--- src/rtl/outlier_collector.sv ---
// Merges outlier positions from CORE_NUMBER validator cores into one FIFO write port.
// Optional feature macro OUTLIER_COUNT_EN adds a wrapping outlier_count of FIFO writes.
module outlier_collector #(
    parameter int N           = 16,
    parameter int CORE_NUMBER = 16
) (
    input  logic                          clock,
    input  logic                          reset,
    input  logic [CORE_NUMBER-1:0]        req_valid,
    input  logic [2*N*CORE_NUMBER-1:0]    req_pos,
    output logic [CORE_NUMBER-1:0]        req_ready,
    input  logic                          flush,
    input  logic                          fifo_full,
    output logic                          fifo_wr_en,
    output logic [2*N-1:0]                fifo_din,
    output logic                          drained
`ifdef OUTLIER_COUNT_EN
    ,
    output logic [2*N-1:0]                outlier_count
`endif
);

    localparam int W  = 2 * N;
    localparam int PW = $clog2(CORE_NUMBER);

    typedef enum logic [1:0] {
        RUN   = 2'd0,
        DRAIN = 2'd1,
        DONE  = 2'd2
    } state_t;

    state_t                  state_r;
    state_t                  state_s;
    logic [CORE_NUMBER-1:0]  pending_r;
    logic [CORE_NUMBER-1:0]  pending_s;
    logic [CORE_NUMBER-1:0]  accept_s;
    logic [CORE_NUMBER-1:0]  grant_mask_s;
    logic [CORE_NUMBER-1:0]  ready_s;
    logic [W-1:0]            pos_r [CORE_NUMBER];
    logic [PW-1:0]           rr_ptr_r;
    logic [PW-1:0]           grant_idx_s;
    logic [PW-1:0]           rr_next_s;
    logic [PW-1:0]           scan_idx_s;
    logic                    grant_s;

    // Round-robin search: scanning downward lets the index closest to rr_ptr win
    always_comb begin
        grant_idx_s = {PW{1'b0}};
        scan_idx_s  = {PW{1'b0}};
        for (int k = CORE_NUMBER - 1; k >= 0; k--) begin
            scan_idx_s  = PW'((int'(rr_ptr_r) + k) % CORE_NUMBER);
            grant_idx_s = pending_r[scan_idx_s] ? scan_idx_s : grant_idx_s;
        end
        grant_s = (|pending_r) & ~fifo_full & (state_r != DONE);
        if (grant_idx_s == PW'(CORE_NUMBER - 1)) begin
            rr_next_s = {PW{1'b0}};
        end else begin
            rr_next_s = grant_idx_s + PW'(1);
        end
    end

    // Flush/drain sequencing
    always_comb begin
        state_s = state_r;
        case (state_r)
            RUN: begin
                if (flush) begin
                    state_s = DRAIN;
                end else begin
                    state_s = RUN;
                end
            end
            DRAIN: begin
                if ((pending_r == {CORE_NUMBER{1'b0}}) && !fifo_wr_en) begin
                    state_s = DONE;
                end else begin
                    state_s = DRAIN;
                end
            end
            DONE:    state_s = DONE;
            default: state_s = RUN;
        endcase
    end

    // Slot occupancy: a granted slot cannot be accepted on the same edge since its ready is low
    always_comb begin
        accept_s     = req_valid & req_ready;
        grant_mask_s = {{(CORE_NUMBER-1){1'b0}}, grant_s} << grant_idx_s;
        pending_s    = (pending_r | accept_s) & ~grant_mask_s;
        ready_s      = ~pending_s & {CORE_NUMBER{state_s == RUN}};
    end

    // Registered slots, arbiter pointer, FIFO write port and status
    always_ff @(posedge clock) begin
        if (reset) begin
            state_r    <= RUN;
            pending_r  <= {CORE_NUMBER{1'b0}};
            req_ready  <= {CORE_NUMBER{1'b1}};
            rr_ptr_r   <= {PW{1'b0}};
            fifo_wr_en <= 1'b0;
            fifo_din   <= {W{1'b0}};
            drained    <= 1'b0;
            for (int i = 0; i < CORE_NUMBER; i++) begin
                pos_r[i] <= {W{1'b0}};
            end
        end else begin
            state_r    <= state_s;
            pending_r  <= pending_s;
            req_ready  <= ready_s;
            fifo_wr_en <= grant_s;
            drained    <= (state_s == DONE);
            if (grant_s) begin
                fifo_din <= pos_r[grant_idx_s];
                rr_ptr_r <= rr_next_s;
            end
            for (int i = 0; i < CORE_NUMBER; i++) begin
                if (accept_s[i]) begin
                    pos_r[i] <= req_pos[i*W +: W];
                end
            end
        end
    end

`ifdef OUTLIER_COUNT_EN
    // Count of cycles with the FIFO write strobe high
    always_ff @(posedge clock) begin
        if (reset) begin
            outlier_count <= {W{1'b0}};
        end else if (fifo_wr_en) begin
            outlier_count <= outlier_count + W'(1);
        end
    end
`endif

endmodule
--- config.mk ---
export PLATFORM = sky130hd
export DESIGN_NAME = outlier_collector
export DESIGN_NICKNAME = d
export VERILOG_FILES = /design/src/rtl/outlier_collector.sv
export SDC_FILE = /design/constraint.sdc
export NUM_CORES = 1
export LEC_CHECK = 0
export ABC_CLOCK_PERIOD_IN_PS = 4600
export CELL_PAD_IN_SITES_DETAIL_PLACEMENT = 0
export CELL_PAD_IN_SITES_GLOBAL_PLACEMENT = 1
export CORE_ASPECT_RATIO = 0.8
export CORE_MARGIN = 2
export CORE_UTILIZATION = 38
export DETAILED_ROUTE_END_ITERATION = 10
export PLACE_DENSITY_LB_ADDON = 0.1
export SYNTH_ARGS = -nofsm -noshare
export SYNTH_HDL_FRONTEND = slang
export SYNTH_SLANG_ARGS = --single-unit
--- constraint.sdc ---
create_clock -name clock -period 4.6 [get_ports clock]
set_input_delay 0.46 -clock clock [delete_from_list [all_inputs] [get_ports clock]]
set_output_delay 0.46 -clock clock [all_outputs]
set_load 0.1 [all_outputs]
== Word-level counts from Yosys, hierarchy flattened ==
Memories as Yosys holds them, arrays and structs flattened. A register that Yosys moved wholly into a read port is not among the register bits.
Index checks and enable logic that the tools add are counted.
Word-level totals
  memories: 1
  bits in writable memories: 512
  register bits: 40
  bits of input ports: 532
  word-level logic and storage cells: 194
  output and inout bits: 50
Memory list
  pos_r: depth 16, width 32, read ports 1, clocked after memory_dff 1, wr ports 16, RTL line 39  | logic [W-1:0] pos_r [CORE_NUMBER];
Cells by class
  bitwise operators: 25
  $lt $le $gt $ge: 16
  shifts and indexed selects: 1
  add/subtract/negate cells: 16
  multiplexer cells: 118
  reduce and logical (&&, ||, !) cells: 6
  eq/ne operators: 5
Operator list (count)
  two-way mux 32 bit: 16
  < comparator 4 x 5 -> 1 bit (second input constant): 16
  two-way mux 4 bit: 17
  two-way mux 1 bit: 67
  binary-select mux 1 bit (select 4 bit): 16
  AND 16 bit: 3
  adder 4 bit (second input constant): 8
  NOT 16 bit: 2
  adder 4 x 3 -> 4 bit (second input constant): 4
  zero test 16 bit: 1
  OR 1 bit: 16
  OR 16 bit: 1
  OR reduction 16 bit: 1
  << shifter 1 x 4 -> 16 bit: 1
  adder 4 x 1 -> 4 bit (second input constant): 2
  adder 4 x 2 -> 4 bit (second input constant): 2
  case mux 2 bit (3 select lines): 1
  equality test 2 bit (second input constant): 2
  equality test 4 bit (second input constant): 1
  zero test 2 bit: 2
  AND 1 bit: 2
  equality test 2 x 1 -> 1 bit (second input constant): 1
  two-way mux 2 bit: 1
  != test 2 bit (second input constant): 1
  other kinds (3): 3

== Longest topological paths before layout ==
Gate-level depths: netlist (run 1).
  depth in word-level cells: 24
  gate-level depth with buffers: 22
  depth with buffers taken out: 16

== Worst setup path after synthesis (run 1) ==
Ideal clock, no wire load.
  kind: flip-flop to flip-flop
  from: reg rr_ptr_r[1]
  to: reg rr_ptr_r[3]
  arrival: 4613 ps
  cell stages (with the launch flop): 23
  data required time: 4466 ps
  clock period less this slack: 4747 ps
  setup time: 134 ps
  path slack: -147 ps
  cells stage by stage: dfxtp_1 > buf_2 > buf_6 > inv_1 > ha_1 > buf_2 > buf_2 > mux4_2 > mux4_2 > buf_2 > a211oi_1 > a31oi_1 > a2111oi_4 > nor2_8 > buf_6 > inv_4 > buf_2 > ha_1 > inv_1 > o21ai_1 > a21oi_1 > a311oi_1 > a211oi_1
On the way
  cells in the longest elaborated chain, start to end: 21
  elaborated cells on any way between the ends: 66
  classes of those cells: add/sub: 16; eq/ne: 1; mux: 49
Ends and longest elaborated chain
  start, declared: RTL line 40  | logic [PW-1:0] rr_ptr_r;
  start signal, assigned: RTL line 99  | rr_ptr_r <= {PW{1'b0}};
  start signal, assigned: RTL line 114  | rr_ptr_r <= rr_next_s;
  adder 4 bit: RTL line 51  | scan_idx_s = PW'((int'(rr_ptr_r) + k) % CORE_NUMBER);
  binary-select mux 1 bit (select 4 bit): RTL line 52  | grant_idx_s = pending_r[scan_idx_s] ? scan_idx_s : grant_idx_s;
  two-way mux 1 bit (implied by the code): RTL line 52
  two-way mux 4 bit (15 in a row): RTL line 52
  two-way mux 4 bit (*): RTL line 52
  adder 4 x 1 -> 4 bit or equality test 4 bit (tied branches): RTL line 58, 55
  two-way mux 4 bit (*): RTL line 55  | if (grant_idx_s == PW'(CORE_NUMBER - 1)) begin
Every way passes the cells marked *; elsewhere a longest branch is shown, timed or not. The select of a mux whose other input is x is not followed.
A chain may end at the register's enable or synchronous reset.

== Final worst setup path (run 1) ==
  from: reg rr_ptr_r[1]
  to: reg fifo_din[13], read port of pos_r
On the way
  cells in the longest elaborated chain, start to end: 19
  elaborated cells on any way between the ends: 63
  classes of those cells: add/sub: 15; mux: 48
Ends and longest elaborated chain
  adder 4 bit: RTL line 51
  binary-select mux 1 bit (select 4 bit): RTL line 52
  two-way mux 1 bit (implied by the code): RTL line 52
  two-way mux 4 bit (15 in a row): RTL line 52
  two-way mux 4 bit (*): RTL line 52
  end, declared: RTL line 15  | output logic [2*N-1:0] fifo_din,
Marked as above.

==> results of run 1 <==
[cell families (layout without fill, tap and decap cells)]
| logic type | Yosys count | after routing | synth area share, % |
|---|---|---|---|
| other | 0 | 13 | 0 |
| AOI/OAI and AO/OA | 257 | 257 | 7.45 |
| DFF | 584 | 584 | 60.0 |
| and+or+nand+nor | 753 | 753 | 15.4 |
| xor gates and xnor gates | 15 | 15 | 0.576 |
| muxes | 262 | 262 | 13.6 |
| buffers and inverters | 155 | 888 | 2.71 |
| adders and majority gates | 8 | 8 | 0.357 |
[layer usage]
| layer | GRT usage, % | up-vias |
|---|---|---|
| met5 | 0 | - |
| met4 | 9.91 | 20 |
| met3 | 6.98 | 189 |
| met2 | 41.7 | 872 |
| met1 | 36.2 | 10000 |
| li1 | - | 8975 |
[worst max path at each step]
stage	from	to	depth (start not counted)
global route	rr_ptr_r[1]$_SDFFE_PP0P_	fifo_din[13]$_SDFFE_PP0P_	18
detailed placement	rr_ptr_r[0]$_SDFFE_PP0P_	fifo_din[13]$_SDFFE_PP0P_	18
global placement	rr_ptr_r[0]$_SDFFE_PP0P_	fifo_din[13]$_SDFFE_PP0P_	18
floorplan	rr_ptr_r[1]$_SDFFE_PP0P_	rr_ptr_r[3]$_SDFFE_PP0P_	22
finish	rr_ptr_r[1]$_SDFFE_PP0P_	fifo_din[13]$_SDFFE_PP0P_	18
CTS	rr_ptr_r[1]$_SDFFE_PP0P_	fifo_din[13]$_SDFFE_PP0P_	18
[flip-flops by register name, summed over array words and instances (netlist names)]
| register | cells |
|---|---|
| req_ready | 16 |
| drained | 1 |
| fifo_wr_en | 1 |
| rr_ptr_r | 4 |
| pending_r | 16 |
| fifo_din | 32 |
| state_r | 2 |
| pos_r | 512 |
[stage by stage]
stage,hold WS (ns),worst slack [ns],cell area [um2]
CTS,0.415,0.0551,38000
global placement,0.485,-0.341,36000
detailed placement,0.494,-0.365,36000
global route,0.447,-0.0102,38200
floorplan,0.511,0.00175,28100
finish,0.405,0.0764,38200
[layout by cell type (no fill, tap or decap), drive strengths merged, types with 13 or more instances in the layout]
cell / n
a221oi: 33
a22oi: 37
and2: 324
inv: 21
clkdlybuf4s50: 573
nor2b: 197
buf: 184
nor2: 61
nand2b: 16
a21oi: 40
clkinv: 28
nor3: 22
diode: 13
clkbuf: 74
mux2i: 159
nand2: 103
a32oi: 31
mux4: 93
dfxtp: 72
edfxtp: 512
o21ai: 42
[final cells by class]
type | instances | area (um2) | share of cell area [%]
Antenna cell | 13 | 32.5 | 0.0852
Tap cell | 955 | 1190 | 3.13
Inverter | 18 | 70.1 | 0.184
Multi-Input combinational cell | 1295 | 10600 | 27.9
Clock buffer | 73 | 1580 | 4.14
Clock inverter | 39 | 363 | 0.951
Sequential cell | 584 | 16800 | 44.1
Timing Repair Buffer | 758 | 7460 | 19.5
[timing repair]
action                                  4_1_cts  5_1_grt
pin swaps                                     0        4
setup buffers                                 0        4
hold buffers                                  0        0
endpoints found under the setup margin        4       29
gates resized for setup                       5       15
==> report_table.html, run 1 <==
<table>
<tr><th>Metric</th><th>Value</th></tr>
<tr><th colspan="2">Run status</th></tr>
<tr><td>Run status</td><td>finished clean</td></tr>
<tr><th colspan="2">Critical path</th></tr>
<tr><td>Worst EP required</td><td>5.10 ns</td></tr>
<tr><td>CP Max Fanout</td><td>11</td></tr>
<tr><td>Startpoint-to-endpoint class of the critical path</td><td>flip-flop to flip-flop</td></tr>
<tr><td>Ordered list of cells on the worst path</td><td>inv_1, ha_4, mux4_2, mux2_4, mux2i_1, buf_4, nand2b_1, a221oi_2, buf_4, a2111oi_4, buf_4, nor2_8, buf_12, buf_12, mux4_2, mux2i_4, buf_6, o21ai_1</td></tr>
<tr><td>Critical path buffer and inverter count</td><td>7</td></tr>
<tr><td>Top cell family by delay on the critical path</td><td>multiplexers</td></tr>
<tr><td>Start of the worst register-to-register path</td><td>rr_ptr_r[1]$_SDFFE_PP0P_</td></tr>
<tr><td>Register-to-Register Setup Slack</td><td>0.08 ns</td></tr>
<tr><td>Kind of end point of the critical path</td><td>flip-flop</td></tr>
<tr><td>Worst stage delay on the critical path</td><td>0.59 ns</td></tr>
<tr><td>Number of cells traversed by the worst register-to-register path</td><td>18</td></tr>
<tr><td>End of the worst register-to-register path</td><td>fifo_din[13]$_SDFFE_PP0P_</td></tr>
<tr><td>Arrival time reported for the critical path endpoint</td><td>just over 5 ns</td></tr>
<tr><td>CP startpoint kind</td><td>flip-flop</td></tr>
<tr><td>Most common cell type on the critical path</td><td>buf_4</td></tr>
<tr><td>CP max-delay cell</td><td>mux4_2</td></tr>
<tr><th colspan="2">Min path</th></tr>
<tr><td>Terminating pin of the worst hold path</td><td>state_r[1]$_SDFF_PP0_</td></tr>
<tr><td>Hold path depth</td><td>2</td></tr>
<tr><td>Hold Crit Start</td><td>reset</td></tr>
<tr><td>Worst min path class</td><td>input port to flip-flop</td></tr>
<tr><th colspan="2">Floorplanning</th></tr>
<tr><td>Core footprint</td><td>0.0734 mm2</td></tr>
<tr><td>Die area</td><td>0.0760 mm2</td></tr>
<tr><td>Io pins</td><td>582</td></tr>
<tr><td>Row cnt</td><td>89</td></tr>
<tr><td>Die span in x</td><td>between 300 and 400 um</td></tr>
<tr><td>Die height</td><td>about 250 um</td></tr>
<tr><td>Starting density of the core</td><td>between 30% and 40%</td></tr>
<tr><th colspan="2">Placed design</th></tr>
<tr><td>GP Congestion</td><td>0.971</td></tr>
<tr><td>DP HPWL</td><td>just under 80,000 um</td></tr>
<tr><td>Placed cell count</td><td>3,606</td></tr>
<tr><td>Number of buffers inserted by port buffering</td><td>about 580</td></tr>
<tr><th colspan="2">Route</th></tr>
<tr><td>Post-detailed-routing wire length</td><td>104,000 um</td></tr>
<tr><td>Number of remaining DRC errors</td><td>0</td></tr>
<tr><td>Highest metal used</td><td>met5</td></tr>
<tr><td>Routed met1 length</td><td>43,900 um</td></tr>
<tr><td>Iteration-0 DRC Markers</td><td>1,967</td></tr>
<tr><td>Total iterations of the first detailed-routing run</td><td>6</td></tr>
<tr><td>Routed wire length on met2</td><td>47,900 um</td></tr>
<tr><td>Via total after detailed routing</td><td>20.1k</td></tr>
<tr><td>Detailed-routed wire length on met3</td><td>approximately 8600 um</td></tr>
<tr><td>Average wire per cell in the routed design</td><td>27.9 um</td></tr>
<tr><td>Vias per inst</td><td>~5.4</td></tr>
<tr><td>Number of nets still failing antenna checks after routing</td><td>0</td></tr>
<tr><th colspan="2">Global routing</th></tr>
<tr><td>Wire length of the first global-routing pass</td><td>between 100,000 and 150,000 um</td></tr>
<tr><td>Vias in the first global route</td><td>20.7k</td></tr>
<tr><td>Total routing resource utilization after global routing</td><td>26.8%</td></tr>
<tr><td>Maximum number of pins on one net before global-route repair</td><td>104</td></tr>
<tr><td>Residual overflow from global routing</td><td>0</td></tr>
<tr><td>Antenna violations before repair</td><td>20</td></tr>
<tr><th colspan="2">CTS</th></tr>
<tr><td>Clock Root Buffer</td><td>clkbuf_16</td></tr>
<tr><td>Clock slew seen by the registers of the worst setup and hold paths</td><td>0.06 ns</td></tr>
<tr><td>Clock Latency Late Sink</td><td>0.65 ns</td></tr>
<tr><td>Maximum buffer depth of the clock tree</td><td>3</td></tr>
<tr><td>Total number of H-tree levels</td><td>2</td></tr>
<tr><td>Num CTS Buffers</td><td>60</td></tr>
<tr><td>Count of clock tree sinks</td><td>just under 600</td></tr>
<tr><td>Clock tree from TritonCTS</td><td>built</td></tr>
<tr><th colspan="2">Timing</th></tr>
<tr><td>Hold Fails Final Rpt</td><td>0</td></tr>
<tr><td>Fin Clk Skew</td><td>0.0287 ns</td></tr>
<tr><td>Total count of max-transition violations in the final report</td><td>0</td></tr>
<tr><td>Post-layout min period</td><td>around 4.5 ns</td></tr>
<tr><td>Transition time at the pin with the least slew margin</td><td>1.28 ns</td></tr>
<tr><td>Total Neg Setup Slack</td><td>0 ns</td></tr>
<tr><td>Setup repair after global routing missed its margin</td><td>true</td></tr>
<tr><td>Post-route clock period utilization</td><td>98.3%</td></tr>
<tr><td>Number of setup violations in the final report</td><td>0</td></tr>
<tr><td>Fmax</td><td>221 MHz</td></tr>
<tr><td>Max-slew headroom</td><td>14.1%</td></tr>
<tr><th colspan="2">Synth</th></tr>
<tr><td>Average footprint of a synthesized cell</td><td>roughly 14 um2</td></tr>
<tr><td>Share of flip-flops with an asynchronous set or reset</td><td>0%</td></tr>
<tr><td>Number of nets in the synthesized netlist</td><td>between 2k and 3k</td></tr>
<tr><td>Most frequently used flop master after synthesis</td><td>edfxtp_1</td></tr>
<tr><td>Number of flip-flops and latches in the synthesized netlist</td><td>584</td></tr>
<tr><td>Most instantiated library cell after synthesis</td><td>edfxtp_1</td></tr>
<tr><td>Cell taking the most area after synthesis</td><td>edfxtp_1</td></tr>
<tr><td>Number of warnings reported in the yosys synthesis log</td><td>0</td></tr>
<tr><td>Area of the mapped netlist</td><td>0.0280 mm2</td></tr>
<tr><td>Count of flip-flops with a built-in enable after synthesis</td><td>512</td></tr>
<tr><td>Largest cells by area after synthesis</td><td>edfxtp_1, mux4_2, and2_1</td></tr>
<tr><td>Synth top area share</td><td>roughly 55%</td></tr>
<tr><td>Cell count after synthesis</td><td>2,034</td></tr>
<tr><td>Ranking of synthesized cells by instance count</td><td>edfxtp_1, and2_1, nor2b_1</td></tr>
<tr><td>Distinct cell type count after synthesis</td><td>71</td></tr>
<tr><td>Sequential cell area fraction in the yosys report</td><td>60.0%</td></tr>
<tr><th colspan="2">Final layout</th></tr>
<tr><td>Share of final-layout standard cells stronger than drive strength 1</td><td>16.8%</td></tr>
<tr><td>Fill count</td><td>6,393</td></tr>
<tr><td>Fraction of the core area covered by cells at the end of the flow</td><td>52.0%</td></tr>
<tr><td>Number of nets in the layout</td><td>around 3.3k</td></tr>
<tr><td>Layout area overhead</td><td>36.2%</td></tr>
<tr><td>Non-filler instance count after layout</td><td>3,735</td></tr>
<tr><th colspan="2">Flow run</th></tr>
<tr><td>Max cap viols</td><td>0</td></tr>
</table>
Power of run 1 is not shown: default switching activity piles up to over one toggle a cycle in this logic, so the estimate is an artifact.
==> run 2, diff against run 1 <==
HOLD_SLACK_MARGIN = 0.15   (was default)
TNS_END_PERCENT = 10   (was default)
==> report_table.html, run 2 (synthesis results as in run 1) <==
<table>
<tr><th>Metric</th><th>Value</th></tr>
<tr><th colspan="2">CTS</th></tr>
<tr><td>Clock Latency Late Sink</td><td>0.65 ns (about the same)</td></tr>
<tr><td>Num CTS Buffers</td><td>60 (unchanged)</td></tr>
<tr><td>Clock Root Buffer</td><td>clkbuf_16 (unchanged)</td></tr>
<tr><td>Clock slew seen by the registers of the worst setup and hold paths</td><td>0.06 ns (about the same)</td></tr>
<tr><td>Total number of H-tree levels</td><td>2 (unchanged)</td></tr>
<tr><td>Count of clock tree sinks</td><td>584 (unchanged)</td></tr>
<tr><td>Clock tree from TritonCTS</td><td>built (unchanged)</td></tr>
<tr><td>Post-cts hold buffer count</td><td>0 (unchanged)</td></tr>
<tr><td>Maximum buffer depth of the clock tree</td><td>3 (unchanged)</td></tr>
<tr><th colspan="2">Timing</th></tr>
<tr><td>Max-slew headroom</td><td>14.1% (about the same)</td></tr>
<tr><td>Post-layout min period</td><td>4.52 ns (about the same)</td></tr>
<tr><td>Fin Clk Skew</td><td>0.0286 ns (was 0.0287 ns)</td></tr>
<tr><td>Hold Fails Final Rpt</td><td>0 (unchanged)</td></tr>
<tr><td>Total count of max-transition violations in the final report</td><td>0 (unchanged)</td></tr>
<tr><td>Fmax</td><td>221 MHz (about the same)</td></tr>
<tr><td>Post-route clock period utilization</td><td>98.4% (was 98.3%)</td></tr>
<tr><td>Transition time at the pin with the least slew margin</td><td>1.28 ns (about the same)</td></tr>
<tr><td>Setup repair after global routing missed its margin</td><td>true (unchanged)</td></tr>
<tr><td>Total Neg Setup Slack</td><td>0 ns (unchanged)</td></tr>
<tr><td>Number of setup violations in the final report</td><td>0 (unchanged)</td></tr>
<tr><th colspan="2">Route</th></tr>
<tr><td>Vias per inst</td><td>5.38 (about the same)</td></tr>
<tr><td>Number of nets still failing antenna checks after routing</td><td>0 (unchanged)</td></tr>
<tr><td>Total iterations of the first detailed-routing run</td><td>7 (was 6)</td></tr>
<tr><td>Post-detailed-routing wire length</td><td>104,000 um (about the same)</td></tr>
<tr><td>Number of remaining DRC errors</td><td>0 (unchanged)</td></tr>
<tr><td>Iteration-0 DRC Markers</td><td>1,968 (was 1,967)</td></tr>
<tr><td>Average wire per cell in the routed design</td><td>27.9 um (about the same)</td></tr>
<tr><td>Via total after detailed routing</td><td>20.1k (unchanged)</td></tr>
<tr><th colspan="2">Floorplanning</th></tr>
<tr><td>Starting density of the core</td><td>38.2% (unchanged)</td></tr>
<tr><td>Row cnt</td><td>89 (unchanged)</td></tr>
<tr><td>Die height</td><td>247 um (unchanged)</td></tr>
<tr><td>Die span in x</td><td>308 um (unchanged)</td></tr>
<tr><td>Core footprint</td><td>0.0734 mm2 (unchanged)</td></tr>
<tr><td>Die area</td><td>0.0760 mm2 (unchanged)</td></tr>
<tr><td>Io pins</td><td>582 (unchanged)</td></tr>
<tr><th colspan="2">Flow run</th></tr>
<tr><td>Max cap viols</td><td>0 (unchanged)</td></tr>
<tr><th colspan="2">Critical path</th></tr>
<tr><td>Worst EP required</td><td>5.10 ns (about the same)</td></tr>
<tr><td>Ordered list of cells on the worst path</td><td>inv_1, ha_4, mux4_2, mux2_4, mux2i_1, buf_4, nand2b_1, a221oi_2, buf_4, a2111oi_4, buf_4, nor2_8, buf_12, buf_12, mux4_2, mux2i_4, buf_6, o21ai_1 (unchanged)</td></tr>
<tr><td>Arrival time reported for the critical path endpoint</td><td>5.03 ns (about the same)</td></tr>
<tr><td>CP Max Fanout</td><td>11 (unchanged)</td></tr>
<tr><td>Most common cell type on the critical path</td><td>buf_4 (unchanged)</td></tr>
<tr><td>Worst stage delay on the critical path</td><td>0.59 ns (about the same)</td></tr>
<tr><td>CP startpoint kind</td><td>flip-flop (unchanged)</td></tr>
<tr><td>CP max-delay cell</td><td>mux4_2 (unchanged)</td></tr>
<tr><td>Kind of end point of the critical path</td><td>flip-flop (unchanged)</td></tr>
<tr><td>Startpoint-to-endpoint class of the critical path</td><td>flip-flop to flip-flop (unchanged)</td></tr>
<tr><th colspan="2">Final layout</th></tr>
<tr><td>Number of nets in the layout</td><td>3,257 (unchanged)</td></tr>
<tr><td>Register ranked first by flip-flop count</td><td>pos_r (unchanged)</td></tr>
<tr><td>Share of final-layout standard cells stronger than drive strength 1</td><td>16.8% (about the same)</td></tr>
<tr><td>Most frequent standard cell in the layout excluding fill and tap cells</td><td>clkdlybuf4s50_1 (unchanged)</td></tr>
<tr><td>Commonest non-fill, non-tap cells in the layout</td><td>clkdlybuf4s50_1, edfxtp_1, and2_1 (unchanged)</td></tr>
<tr><td>Top flop regs</td><td>pos_r: 512 flops, fifo_din: 32 flops (unchanged)</td></tr>
<tr><td>Max FFs per register</td><td>512 (unchanged)</td></tr>
<tr><td>Layout area overhead</td><td>36.1% (was 36.2%)</td></tr>
<tr><th colspan="2">Placed design</th></tr>
<tr><td>GP Congestion</td><td>0.971 (unchanged)</td></tr>
<tr><td>Number of buffers inserted by port buffering</td><td>581 (unchanged)</td></tr>
<tr><td>DP HPWL</td><td>78,600 um (unchanged)</td></tr>
<tr><th colspan="2">Min path</th></tr>
<tr><td>Worst min path class</td><td>input port to flip-flop (unchanged)</td></tr>
<tr><th colspan="2">Global routing</th></tr>
<tr><td>Total routing resource utilization after global routing</td><td>26.8% (unchanged)</td></tr>
<tr><td>Maximum number of pins on one net before global-route repair</td><td>104 (unchanged)</td></tr>
<tr><td>Residual overflow from global routing</td><td>0 (unchanged)</td></tr>
<tr><td>Antenna violations before repair</td><td>20 (unchanged)</td></tr>
<tr><td>Wire length of the first global-routing pass</td><td>144,000 um (unchanged)</td></tr>
<tr><td>Vias in the first global route</td><td>20.7k (unchanged)</td></tr>
<tr><th colspan="2">Run status</th></tr>
<tr><td>Run status</td><td>finished clean (unchanged)</td></tr>
</table>
## run 2: stage by stage
stage	util [%]	setup slack, ns	cells	hold slack [ns]	instance area, um2
2_1_floorplan	-	0.00175	2034	0.511	28100
3_3_place_gp	49.1	-0.341	3606	0.485	36000
3_5_place_dp	49.1	-0.365	3606	0.494	36000
4_1_cts	51.8	0.0551	3718	0.415	38000
5_1_grt	52.0	-0.0102	3731	0.447	38100
6_report	52.0	0.0754	3734	0.405	38200
## run 2: worst paths after layout
path	from	endpoint	slack (ns)	depth (start not counted)
setup reg to reg	rr_ptr_r[1]$_SDFFE_PP0P_	fifo_din[13]$_SDFFE_PP0P_	0.08	18
hold reg to reg	fifo_din[25]$_SDFFE_PP0P_	fifo_din[25]$_SDFFE_PP0P_	0.51	2
setup / recovery	rr_ptr_r[1]$_SDFFE_PP0P_	fifo_din[13]$_SDFFE_PP0P_	0.08	18
hold / removal	reset	state_r[1]$_SDFF_PP0_	0.40	2
## run 2: worst max-delay path: cells and delay by family, from the launching register on
| kind | cells | cell delay (ns) |
|---|---|---|
| mux | 5 | 1.98 |
| buf+inv | 7 | 1.11 |
| compound gates | 3 | 0.40 |
| flops | 1 | 0.34 |
| fa+ha+maj | 1 | 0.34 |
| simple gates | 2 | 0.20 |
## run 2: layout make-up
class,count,area [um2]
fillers,6396,35200
flip-flops and latches,584,16800
multi-input cells,1295,10600
repair buffers,758,7460
clock buffers,73,1580
well taps,955,1190
clock inverters,39,363
inverters,18,70.1
diodes,12,30.0
## run 2: repair_timing
| item | 4_1_cts | 5_1_grt |
|---|---|---|
| setup endpoints to repair | 4 | 29 |
| gates resized for setup | 5 | 14 |
| endpoints found under the hold margin | 0 | 0 |
| pin swaps | 0 | 4 |
| setup buffers | 0 | 4 |
## run 2: routing by layer
| layer | up-vias | wire length (um) | global-route usage (%) |
|---|---|---|---|
| met5 | - | 140 | 0 |
| met4 | 20 | 3830 | 9.91 |
| met3 | 183 | 8630 | 6.98 |
| met2 | 863 | 47900 | 41.7 |
| met1 | 10100 | 43800 | 36.2 |
| li1 | 8972 | - | - |
Power of run 2 is left out for the same reason.
